`src/rtl/dmem_arbiter_if.sv`:
```
// Bundle of the two requester ports and the data-memory port of dmem_arbiter.
// slave  : the arbiter's view (requests in, grants/responses/memory bus out)
// master : the environment's view (requesters plus the data memory)
interface dmem_arbiter_if;
  logic        req0, req1;
  logic        we0, we1;
  logic        lock0, lock1;
  logic [31:0] addr0, addr1;
  logic [31:0] wdata0, wdata1;
  logic        gnt0, gnt1;
  logic        rvalid0, rvalid1;
  logic [31:0] rdata0, rdata1;
  logic        err0, err1;
  logic [31:0] mem_addr;
  logic [31:0] mem_write_data;
  logic        mem_write;
  logic [31:0] mem_read_data;

  modport slave (
    input  req0, req1, we0, we1, lock0, lock1, addr0, addr1, wdata0, wdata1,
    input  mem_read_data,
    output gnt0, gnt1, rvalid0, rvalid1, rdata0, rdata1, err0, err1,
    output mem_addr, mem_write_data, mem_write
  );

  modport master (
    output req0, req1, we0, we1, lock0, lock1, addr0, addr1, wdata0, wdata1,
    output mem_read_data,
    input  gnt0, gnt1, rvalid0, rvalid1, rdata0, rdata1, err0, err1,
    input  mem_addr, mem_write_data, mem_write
  );
endinterface

```
`src/rtl/dmem_arbiter.sv`:
```
// Two-requester arbiter in front of a single-port data memory.
// Round-robin on contention, optional lock for atomic read-modify-write,
// range/alignment checking, and a one-cycle registered response per requester.
module dmem_arbiter #(
  parameter int DATA_MEM_SIZE = 64
) (
  input logic           clk,
  input logic           rst,
  dmem_arbiter_if.slave bus
);

  logic [1:0]  w_req, w_we, w_lock, w_legal, w_gnt;
  logic [31:0] w_addr  [2];
  logic [31:0] w_wdata [2];
  logic        w_any, w_sel;

  logic        r_last;
  logic        r_owner_valid;
  logic        r_owner;

  assign w_req     = {bus.req1, bus.req0};
  assign w_we      = {bus.we1, bus.we0};
  assign w_lock    = {bus.lock1, bus.lock0};
  assign w_addr[0] = bus.addr0;
  assign w_addr[1] = bus.addr1;
  assign w_wdata[0] = bus.wdata0;
  assign w_wdata[1] = bus.wdata1;

  genvar gi;
  generate
    for (gi = 0; gi < 2; gi++) begin : g_legal
      // word-aligned and inside the memory
      assign w_legal[gi] = (w_addr[gi][1:0] == 2'b00) &&
                           ({2'b00, w_addr[gi][31:2]} < 32'(DATA_MEM_SIZE));
    end
  endgenerate

  // grant decision: locked owner first, else single requester, else the one not served last
  always_comb begin
    w_gnt = 2'b00;
    if (!rst) begin
      if (r_owner_valid)
        w_gnt[r_owner] = w_req[r_owner];
      else if (&w_req)
        w_gnt[~r_last] = 1'b1;
      else
        w_gnt = w_req;
    end
  end

  assign w_any = |w_gnt;
  assign w_sel = w_gnt[1];

  assign bus.gnt0           = w_gnt[0];
  assign bus.gnt1           = w_gnt[1];
  assign bus.mem_addr       = w_any ? w_addr[w_sel]  : 32'h0;
  assign bus.mem_write_data = w_any ? w_wdata[w_sel] : 32'h0;
  // out-of-range or misaligned writes never reach memory
  assign bus.mem_write      = w_any && w_we[w_sel] && w_legal[w_sel];

  // round-robin pointer and lock ownership tracking
  always_ff @(posedge clk or posedge rst) begin
    if (rst) begin
      r_last        <= 1'b1;
      r_owner_valid <= 1'b0;
      r_owner       <= 1'b0;
    end else if (w_any) begin
      r_last        <= w_sel;
      r_owner_valid <= w_lock[w_sel];
      r_owner       <= w_sel;
    end else if (r_owner_valid && !w_lock[r_owner]) begin
      r_owner_valid <= 1'b0;
    end
  end

  generate
    for (gi = 0; gi < 2; gi++) begin : g_rsp
      logic        r_rvalid;
      logic [31:0] r_rdata;
      logic        r_err;

      // one-cycle response; data and error hold until the next response
      always_ff @(posedge clk or posedge rst) begin
        if (rst) begin
          r_rvalid <= 1'b0;
          r_rdata  <= 32'h0;
          r_err    <= 1'b0;
        end else begin
          r_rvalid <= w_gnt[gi];
          if (w_gnt[gi]) begin
            r_rdata <= (w_legal[gi] && !w_we[gi]) ? bus.mem_read_data : 32'h0;
            r_err   <= ~w_legal[gi];
          end
        end
      end
    end
  endgenerate

  assign bus.rvalid0 = g_rsp[0].r_rvalid;
  assign bus.rvalid1 = g_rsp[1].r_rvalid;
  assign bus.rdata0  = g_rsp[0].r_rdata;
  assign bus.rdata1  = g_rsp[1].r_rdata;
  assign bus.err0    = g_rsp[0].r_err;
  assign bus.err1    = g_rsp[1].r_err;

endmodule

```
`src/flat_wrapper.sv`:
```
// flat-port wrapper written by rule: the top's interface ports become plain ports
module dmem_arbiter_flat 
#(
  parameter int DATA_MEM_SIZE = 64
)
  (clk, rst, bus_req0, bus_req1, bus_we0, bus_we1, bus_lock0, bus_lock1, bus_addr0, bus_addr1, bus_wdata0, bus_wdata1, bus_mem_read_data, bus_gnt0, bus_gnt1, bus_rvalid0, bus_rvalid1, bus_rdata0, bus_rdata1, bus_err0, bus_err1, bus_mem_addr, bus_mem_write_data, bus_mem_write);
  dmem_arbiter_if bus_i ();
  input logic clk;
  input logic rst;
  input wire logic [$bits(bus_i.req0)-1:0] bus_req0;
  input wire logic [$bits(bus_i.req1)-1:0] bus_req1;
  input wire logic [$bits(bus_i.we0)-1:0] bus_we0;
  input wire logic [$bits(bus_i.we1)-1:0] bus_we1;
  input wire logic [$bits(bus_i.lock0)-1:0] bus_lock0;
  input wire logic [$bits(bus_i.lock1)-1:0] bus_lock1;
  input wire logic [$bits(bus_i.addr0)-1:0] bus_addr0;
  input wire logic [$bits(bus_i.addr1)-1:0] bus_addr1;
  input wire logic [$bits(bus_i.wdata0)-1:0] bus_wdata0;
  input wire logic [$bits(bus_i.wdata1)-1:0] bus_wdata1;
  input wire logic [$bits(bus_i.mem_read_data)-1:0] bus_mem_read_data;
  output wire logic [$bits(bus_i.gnt0)-1:0] bus_gnt0;
  output wire logic [$bits(bus_i.gnt1)-1:0] bus_gnt1;
  output wire logic [$bits(bus_i.rvalid0)-1:0] bus_rvalid0;
  output wire logic [$bits(bus_i.rvalid1)-1:0] bus_rvalid1;
  output wire logic [$bits(bus_i.rdata0)-1:0] bus_rdata0;
  output wire logic [$bits(bus_i.rdata1)-1:0] bus_rdata1;
  output wire logic [$bits(bus_i.err0)-1:0] bus_err0;
  output wire logic [$bits(bus_i.err1)-1:0] bus_err1;
  output wire logic [$bits(bus_i.mem_addr)-1:0] bus_mem_addr;
  output wire logic [$bits(bus_i.mem_write_data)-1:0] bus_mem_write_data;
  output wire logic [$bits(bus_i.mem_write)-1:0] bus_mem_write;
  assign bus_i.req0 = bus_req0;
  assign bus_i.req1 = bus_req1;
  assign bus_i.we0 = bus_we0;
  assign bus_i.we1 = bus_we1;
  assign bus_i.lock0 = bus_lock0;
  assign bus_i.lock1 = bus_lock1;
  assign bus_i.addr0 = bus_addr0;
  assign bus_i.addr1 = bus_addr1;
  assign bus_i.wdata0 = bus_wdata0;
  assign bus_i.wdata1 = bus_wdata1;
  assign bus_i.mem_read_data = bus_mem_read_data;
  assign bus_gnt0 = bus_i.gnt0;
  assign bus_gnt1 = bus_i.gnt1;
  assign bus_rvalid0 = bus_i.rvalid0;
  assign bus_rvalid1 = bus_i.rvalid1;
  assign bus_rdata0 = bus_i.rdata0;
  assign bus_rdata1 = bus_i.rdata1;
  assign bus_err0 = bus_i.err0;
  assign bus_err1 = bus_i.err1;
  assign bus_mem_addr = bus_i.mem_addr;
  assign bus_mem_write_data = bus_i.mem_write_data;
  assign bus_mem_write = bus_i.mem_write;
  dmem_arbiter #(.DATA_MEM_SIZE(DATA_MEM_SIZE)) u_core (.clk(clk), .rst(rst), .bus(bus_i));
endmodule
```
`config.mk`:
```
export PLATFORM = sky130hd
export DESIGN_NAME = dmem_arbiter_flat
export DESIGN_NICKNAME = d
export VERILOG_FILES = /design/src/rtl/dmem_arbiter_if.sv /design/src/rtl/dmem_arbiter.sv /design/src/flat_wrapper.sv
export SDC_FILE = /design/constraint.sdc
export NUM_CORES = 1
export LEC_CHECK = 0
export CAP_MARGIN = 20
export CORE_AREA = 2 2 118 120
export DETAILED_ROUTE_END_ITERATION = 16
export DIE_AREA = 0 0 120 122
export PLACE_DENSITY = 0.72
export SYNTH_ARGS = -nofsm -noshare
export SYNTH_HDL_FRONTEND = slang
export SYNTH_SLANG_ARGS = --single-unit
```
`constraint.sdc`:
```
create_clock -name clk -period 5.95 [get_ports clk]
set_clock_uncertainty 0.15 [all_clocks]
set_input_delay 0.8925 -clock clk [delete_from_list [all_inputs] [get_ports clk]]
set_output_delay 0.8925 -clock clk [all_outputs]
set_load 0.01 [all_outputs]
```
* After elaboration in Yosys (flattened, before gate mapping)
Cells that the tools add are included.
** Storage, ports and cells
- Flip-flop bits (word level) :: 71
- Input port bits :: 168
- Output and inout port bits :: 135
- Logic and storage cells :: 68
** Cells by class
- Magnitude comparators :: 8
- Multiplexer cells :: 29
- Bitwise gates (word level) :: 5
- Reduce and logical (&&, ||, !) cells :: 17
** Operator list (count)
- $mux 32 :: 10
- $lt 30x7->1 const B :: 2
- $mux 1 :: 14
- $logic_and 1x1->1 :: 9
- $lt 1x2->1 const B :: 3
- $mux 2 :: 3
- $logic_not 2->1 :: 2
- $logic_not 1->1 :: 3
- $not 1->1 :: 3
- $and 2x2->2 :: 1
- $demux 1 s1 :: 2
- $ge 1x1->1 const B :: 2
- $ge 2x2->1 const B :: 1
- $not 1->2 :: 1
- $reduce_and 2->1 :: 1
- $reduce_bool 2->1 :: 1
- $reduce_or 2->1 :: 1

* Logic depth before layout (Yosys ltp)
Gate-level depths: netlist (run 1).
- Depth in word-level cells :: 13
- Gate-level depth with buffers :: 7
- Gate-level depth less buffers :: 5

* Least setup slack after synthesis (run 1)
Ideal clock, no wire load.
- Path type :: input port to output port
- Start point :: in rst
- End point :: out bus_mem_write
- Data arrival time :: 3840 ps
- Required time :: 4908 ps
- Path slack :: 1067 ps
- Stages :: 6
- Buffers on the path :: 1
- Path through :: inv_1 > o2111ai_2 > inv_2 > clkbuf_1 > nand2_1 > o22ai_1
** Between the ends
- Word-level cells in the longest chain between the ends :: 5
- Elaborated cells on any way between the ends :: 8
- Classes of those cells :: mux (5); reduce/logical (3)
** RTL lines
- start: declaration :: line flat_wrapper.sv:9 : input logic rst;
- $mux 2 (*) :: line dmem_arbiter.sv:41 : if (!rst) begin
- net bus_gnt1 :: line flat_wrapper.sv:22 : output wire logic [$bits(bus_i.gnt1)-1:0] bus_gnt1;
- $mux 1 (implied by the code) (2 in series) :: line dmem_arbiter.sv:59 : assign bus.mem_write = w_any && w_we[w_sel] && w_legal[w_sel];
- $logic_and 1x1->1 :: line dmem_arbiter.sv:59
- $logic_and 1x1->1 (*) :: line dmem_arbiter.sv:59
- end: declaration :: line flat_wrapper.sv:31 : output wire logic [$bits(bus_i.mem_write)-1:0] bus_mem_write;
Mark *: on every way through the listed nets, which the timed path passes. The rest lies on a longest branch. The select of a mux whose other input is x is not followed.

* Final worst setup path (run 1)
- Start point :: in rst
- End point :: out bus_mem_write_data[9]
** Between the ends
- Word-level cells in the longest chain between the ends :: 6
- Elaborated cells on any way between the ends :: 7
- Classes of those cells :: mux (5); bitwise (1); reduce/logical (1)
** RTL lines
- $mux 2 (*) :: line dmem_arbiter.sv:41
- $not 1->2 (implied by the code) :: line dmem_arbiter.sv:57 : assign bus.mem_write_data = w_any ? w_wdata[w_sel] : 32'h0;
- $mux 32 (implied by the code) (3 in series) :: line dmem_arbiter.sv:57
- $mux 32 (*) :: line dmem_arbiter.sv:57
- end: declaration :: line flat_wrapper.sv:30 : output wire logic [$bits(bus_i.mem_write_data)-1:0] bus_mem_write_data;
Every way passes the cells marked *; elsewhere a longest branch is shown, timed or not. The select of a mux whose other input is x is not followed.

==> results of run 1 <==
stage by stage:
| step | worst slack (ps) | total power (µW) | utilization | cell area, µm² | instances |
|---|---|---|---|---|---|
| finish | 1260 | 1630 | 0.525 | 7090 | 876 |
| detailed placement | 1260 | 1060 | 0.501 | 6770 | 860 |
| global route | 1080 | 1710 | 0.525 | 7090 | 876 |
| global placement | 1340 | 1050 | 0.501 | 6770 | 860 |
| CTS | 1240 | 1650 | 0.525 | 7090 | 876 |
| floorplan | 1070 | 745 | - | 3640 | 403 |
cell usage after synthesis, types with 3 or more instances:
| cell type | instances | area [µm²] |
|---|---|---|
| or4_4 | 3 | 33.8 |
| o21ai_1 | 54 | 270 |
| a22o_1 | 63 | 552 |
| nor4_1 | 10 | 62.6 |
| o21ai_2 | 8 | 70.1 |
| nor2_1 | 3 | 11.3 |
| mux2_2 | 3 | 33.8 |
| dfrtp_1 | 70 | 1750 |
| clkbuf_1 | 8 | 30.0 |
| buf_6 | 6 | 67.6 |
| buf_2 | 10 | 50.1 |
| buf_1 | 7 | 26.3 |
| nand2_1 | 137 | 514 |
cell families after synthesis:
group,count (synthesis)
compound gates,132
simple gates,160
buf+inv,37
flops,71
mux,3
how the worst min path moves through the flow:
stage               cells past startpoint               endpoint  slack, ps
floorplan                               2          u_core.r_last        300
global placement                        2  u_core.bus.rdata1[31]        310
detailed placement                      2          u_core.r_last        320
CTS                                     2          u_core.r_last        330
global route                            2          u_core.r_last        330
finish                                  2          u_core.r_last        330
report_power, final:
group,internal [µW],leakage [µW],switching (µW)
Sequential,496,0.000973,14.4
Clock,377,0.000162,199
Combinational,301,0.00164,243
Total,1170,0.00278,456
sequential cells by signal, indices dropped and copies added (netlist names):
signal / flops
u_core.bus.err0: 1
u_core.bus.err1: 1
u_core.bus.rdata0: 32
u_core.bus.rdata1: 32
u_core.bus.rvalid0: 1
u_core.bus.rvalid1: 1
u_core.r_last: 1
u_core.r_owner: 1
u_core.r_owner_valid: 1
per-layer routing:
| metal | up-vias | share of wire |
|---|---|---|
| met4 | 0 | 0.013 |
| met3 | 18 | 0.064 |
| met1 | 2043 | 0.40 |
| li1 | 2007 | - |
| met5 | - | 0 |
| met2 | 203 | 0.52 |
final cells by class:
type / count / share of cell area
repair buffers: 310 / 0.435
flip-flops and latches: 71 / 0.251
multi-input cells: 295 / 0.235
clock buffers: 10 / 0.0337
well taps: 180 / 0.0318
clock inverters: 6 / 0.0118
inverters: 4 / 0.00247
tightest hold or removal path, delay by kind of cell (launching register included):
family / cells / cell delay (ps)
AND/OR/NAND/NOR: 2 / 100
flip-flops: 1 / 380
==> impl_metrics.csv, run 1 <==
group,metric,value,unit
worst_setup_path,r2r-start,"u_core.r_last",
global_route,grt_pass1_vias,4458,
global_route,antenna_found_initial,0,
worst_setup_path,r2r_cells,6,
layout,final_common_cell,"clkdlybuf4s50_1",
yosys,synth_seq_area_share,0.489,
min_path,holdCritStartpoint,"u_core.r_last",
layout,multiInputGateArea,1670,µm²
worst_setup_path,r2r_slack,3210,ps
power_and_ir_drop,ir_worst_vdd,0.000138,V
floorplan,die_area,14600,µm²
yosys,synth_fa_ha_area_frac,0,
power_and_ir_drop,p_leak,0.00278,µW
global_route,grt_busiest_layer,"met2",
worst_setup_path,r2r_end,"u_core.r_owner_valid",
worst_setup_path,endpoint,"bus_mem_write_data[9]",
route,ant_nets,0,
route,dr.pass1.iters,4,
clock_tree,postCtsSetupBuffers,0,
floorplan,ios,303,
yosys,synth_cells,403,
worst_setup_path,path_delay_family,"buffers and inverters",
layout,drive_above_1_share,0.0647,
worst_setup_path,path_cells,"clkdlybuf4s50_1 > nand2b_1 > a221o_1 > buf_4 > clkinv_2 > buf_4 > a22o_1 > clkdlybuf4s50_1",
sta,finalMaxSlewViolations,0,
worst_setup_path,cp.required,4910,ps
worst_setup_path,critPathArrivalTime,3650,ps
route,drt_iter0_drc,253,
sta,max_freq,0.213,GHz
yosys,synth_top_family_by_area,"compound AO/OA/AOI/OAI gates",
worst_setup_path,cp-end-kind,"output port",
layout,mostFrequentLayoutCells,"clkdlybuf4s50_1 (302), nand2_1 (137), dfrtp_1 (70), a22o_1 (63), o21ai_1 (54)",
sta,finalCritPeriodShare,0.788,
yosys,syn_nets,571,
worst_setup_path,critPathMaxFanout,39,
sta,finalHoldViolCount,0,
clock_tree,root_buffer,"clkbuf_16",
sta,rsz0062_at_grt,"false",
sta,slew_headroom,0.374,
floorplan,core_area,13500,µm²
layout,regArea,1780,µm²
global_route,grtUsageMet1,0.250,
yosys,synthArstFlopShare,1.00,
layout,syn_to_final_growth,95.0,%
floorplan,die_y,122,µm
yosys,syn_area,3640,µm²
global_route,met3_usage,0.0421,
yosys,synth_seq_cells,71,
clock_tree,tritoncts.num_buffers,9,
global_route,track_usage,0.202,
worst_setup_path,cp_num_buf_inv,5,
clock_tree,cts_hold_repair.buffers,0,
layout,final.fill_count,1225,
worst_setup_path,start_kind,"input port",
route,drc,0,
worst_setup_path,slowest_stage,"clkinv_2",
worst_setup_path,max_stage_delay,530,ps
sta,whs,329,ps
placement,port_buffers,302,
global_route,overflow,0,
min_path,hp-class,"reg2reg",
sta,setup_viol,0,
clock_tree,cts_buffer_depth,2,
clock_tree,cts_sinks,71,
outcome,outcome,"completed",
yosys,synth_compound_area_frac,0.262,
layout,nets,859,
yosys,synth_xor_xnor_area_share,0,
clock_tree,clock_latency,330,ps
floorplan,die_x,120,µm
global_route,grt_max_degree,72,
route,via_per_inst,4.88,
route,wl_per_cell,17.5,µm
placement,dpl.hpwl,11700,µm
sta,fin_crit,4690,ps
yosys,synthMuxAreaShare,0.00929,
job,cap_violations,0,
clock_tree,cts_tree,"done",
floorplan,rows,43,
placement,gp_congestion,0.844,
route,num_vias,4271,
global_route,groute.layer.met2.usage,0.355,
layout,antenna_cells,0,
power_and_ir_drop,power_density,230,nW/µm²
sta,worst_pin_slew,940,ps
yosys,synthFlopType,"dfrtp_1",
worst_setup_path,critPathLaunch,"rst",
global_route,grt_pass1_wl,23400,µm
yosys,synth-warning-count,0,
route,routed_wl,15300,µm
yosys,synth_edf_count,0,
sta,tns,0,ps
worst_setup_path,path_class,"in2out",
clock_tree,cts_resized,0,
floorplan,start_util,0.269,
yosys,synth_cell_types,28,
clock_tree,cts-htree-levels,3,
yosys,synth_simple_gate_area_frac,0.184,
worst_setup_path,cp_num_cells,8,
yosys,avgSynthCellArea,9.03,µm²
clock_tree,clk_pin_slew_worst_paths,60,ps
No activity file was read; power rests on OpenSTA's default activity.
==> inputs of run 2 (changes only) <==
Clock period 5.95 ns to 4.9 ns, I/O delays scaled along.
==> run 2 against run 1 <==
  * Via count shrank 1.1%
  * First-iteration DRC count grew 22%
  * Non-clock buffer count is the same
  * Clock power grew 40%
  * Wire length grew 0.88%
  * Hold slack lost 4.9 ps
  * Global-route usage shrank 0.054 points
  * Sequential cell count is the same
  * Sequential power grew 21%
  * Highest routed layer unchanged
  * Critical path depth shrank 1
  * Largest cell class unchanged
==> impl_metrics.csv, run 2 (synthesis results as in run 1) <==
group,metric,value,unit
sta,finalCritPeriodShare,0.813,
worst_setup_path,critPathLaunch,"rst",
global_route,grt_pass1_wl,23200,µm
placement,gp_congestion,0.888,
power_and_ir_drop,p_leak,0.00280,µW
route,num_vias,4226,
sta,finalMaxSlewViolations,0,
placement,dpl.hpwl,11600,µm
clock_tree,postCtsSetupBuffers,0,
global_route,grt_pass1_vias,4309,
clock_tree,cts_sinks,71,
worst_setup_path,path_class,"in2out",
global_route,overflow,0,
sta,finalHoldViolCount,0,
clock_tree,clock_latency,320,ps
clock_tree,clk_pin_slew_worst_paths,50,ps
global_route,antenna_found_initial,0,
clock_tree,cts_buffer_depth,2,
floorplan,die_area,14600,µm²
route,ant_nets,0,
worst_setup_path,path_delay_family,"buffers and inverters",
global_route,track_usage,0.202,
outcome,outcome,"completed",
layout,antenna_cells,0,
sta,setup_viol,0,
worst_setup_path,cp_num_buf_inv,4,
global_route,grt_max_degree,72,
worst_setup_path,crit_top_cell,"clkdlybuf4s50_1",
route,dr.pass1.iters,4,
floorplan,die_y,122,µm
clock_tree,cts_resized,0,
layout,final_area,7150,µm²
worst_setup_path,critPathArrivalTime,3100,ps
floorplan,core_area,13500,µm²
layout,syn_to_final_growth,96.6,%
power_and_ir_drop,ir_worst_vdd,0.000145,V
clock_tree,tritoncts.num_buffers,9,
floorplan,ios,303,
route,drt_iter0_drc,309,
clock_tree,cts_hold_repair.buffers,0,
sta,rsz0062_at_grt,"false",
worst_setup_path,endpoint,"bus_mem_write_data[20]",
sta,layout_setup_ws,915,ps
worst_setup_path,r2r-start,"u_core.r_owner_valid",
route,routed_wl,15400,µm
layout,final.fill_count,1198,
min_path,hp-class,"reg2reg",
layout,final_common_cell,"clkdlybuf4s50_1",
clock_tree,root_buffer,"clkbuf_16",
min_path,holdCritStartpoint,"u_core.bus.rdata0[9]",
placement,port_buffers,302,
worst_setup_path,path_cells,"clkdlybuf4s50_1 > nand2b_1 > a221o_1 > clkinv_2 > buf_4 > a22o_1 > clkdlybuf4s50_1",
floorplan,rows,43,
worst_setup_path,r2r_slack,2680,ps
sta,worst_pin_slew,902,ps
power_and_ir_drop,power_density,293,nW/µm²
sta,slew_headroom,0.399,
worst_setup_path,max_stage_delay,540,ps
worst_setup_path,r2r_cells,6,
clock_tree,cts-htree-levels,3,
worst_setup_path,r2r_end,"u_core.r_owner_valid",
clock_tree,cts_tree,"done",
worst_setup_path,start_kind,"input port",
sta,fin_crit,3990,ps
floorplan,start_util,0.269,
worst_setup_path,cp.required,4010,ps
placement,pre_cts_slack,911,ps
route,via_per_inst,4.82,
sta,max_freq,0.251,GHz
floorplan,die_x,120,µm
worst_setup_path,cp_num_cells,7,
layout,drive_above_1_share,0.0647,
worst_setup_path,critPathMaxFanout,35,
sta,tns,0,ps
worst_setup_path,slowest_stage,"clkdlybuf4s50_1",
layout,nets,859,
route,wl_per_cell,17.6,µm
job,cap_violations,0,
placement,place_area,6780,µm²
worst_setup_path,cp-end-kind,"output port",
route,drc,0,
layout,mostFrequentLayoutCells,"clkdlybuf4s50_1 (301), nand2_1 (137), dfrtp_1 (70), a22o_1 (63), o21ai_1 (54)",
[run 2: final cells by class]
class | count | area (µm²) | share of cell area
clock buffers | 11 | 243 | 0.0339
clock inverters | 5 | 129 | 0.0180
inverters | 4 | 17.5 | 0.00245
multi-input cells | 295 | 1670 | 0.233
flip-flops and latches | 71 | 1780 | 0.249
well taps | 180 | 225 | 0.0315
repair buffers | 310 | 3090 | 0.432
[run 2: how the worst min path moves through the flow]
stage / endpoint / cells past startpoint
3_3_place_gp: u_core.r_last / 2
6_report: u_core.bus.rdata0[9] / 2
4_1_cts: u_core.bus.rdata0[9] / 2
3_5_place_dp: u_core.bus.rdata0[9] / 2
2_1_floorplan: u_core.r_last / 2
5_1_grt: u_core.bus.rdata1[17] / 2
[run 2: report_power, final]
part	internal (µW)	switching [µW]	total (µW)
combinational	368	302	670
sequential	603	16.0	619
clock	564	242	805
[run 2: stage by stage]
step / total power (µW) / util / cells / hold slack [ps]
CTS: 2110 / 0.530 / 876 / 327
floorplan: 905 / - / 403 / 297
detailed placement: 1300 / 0.502 / 860 / 319
finish: 2090 / 0.530 / 876 / 324
global placement: 1290 / 0.502 / 860 / 307
global route: 2180 / 0.530 / 876 / 358
[run 2: worst register-to-register path: cells and delay by family (launching register included)]
| family | cells | cell delay (ps) |
|---|---|---|
| AND/OR/NAND/NOR | 1 | 140 |
| AO/OA/AOI/OAI | 2 | 470 |
| flip-flops | 1 | 460 |
| buffers and inverters | 3 | 870 |
[run 2: routing by layer]
layer	wire, µm	share of wire	GRT usage	up-vias
met2	7810	0.51	0.354	205
li1	-	-	-	2009
met5	0	0	0	-
met3	1010	0.065	0.0337	24
met4	299	0.019	0.0669	0
met1	6300	0.41	0.252	1988
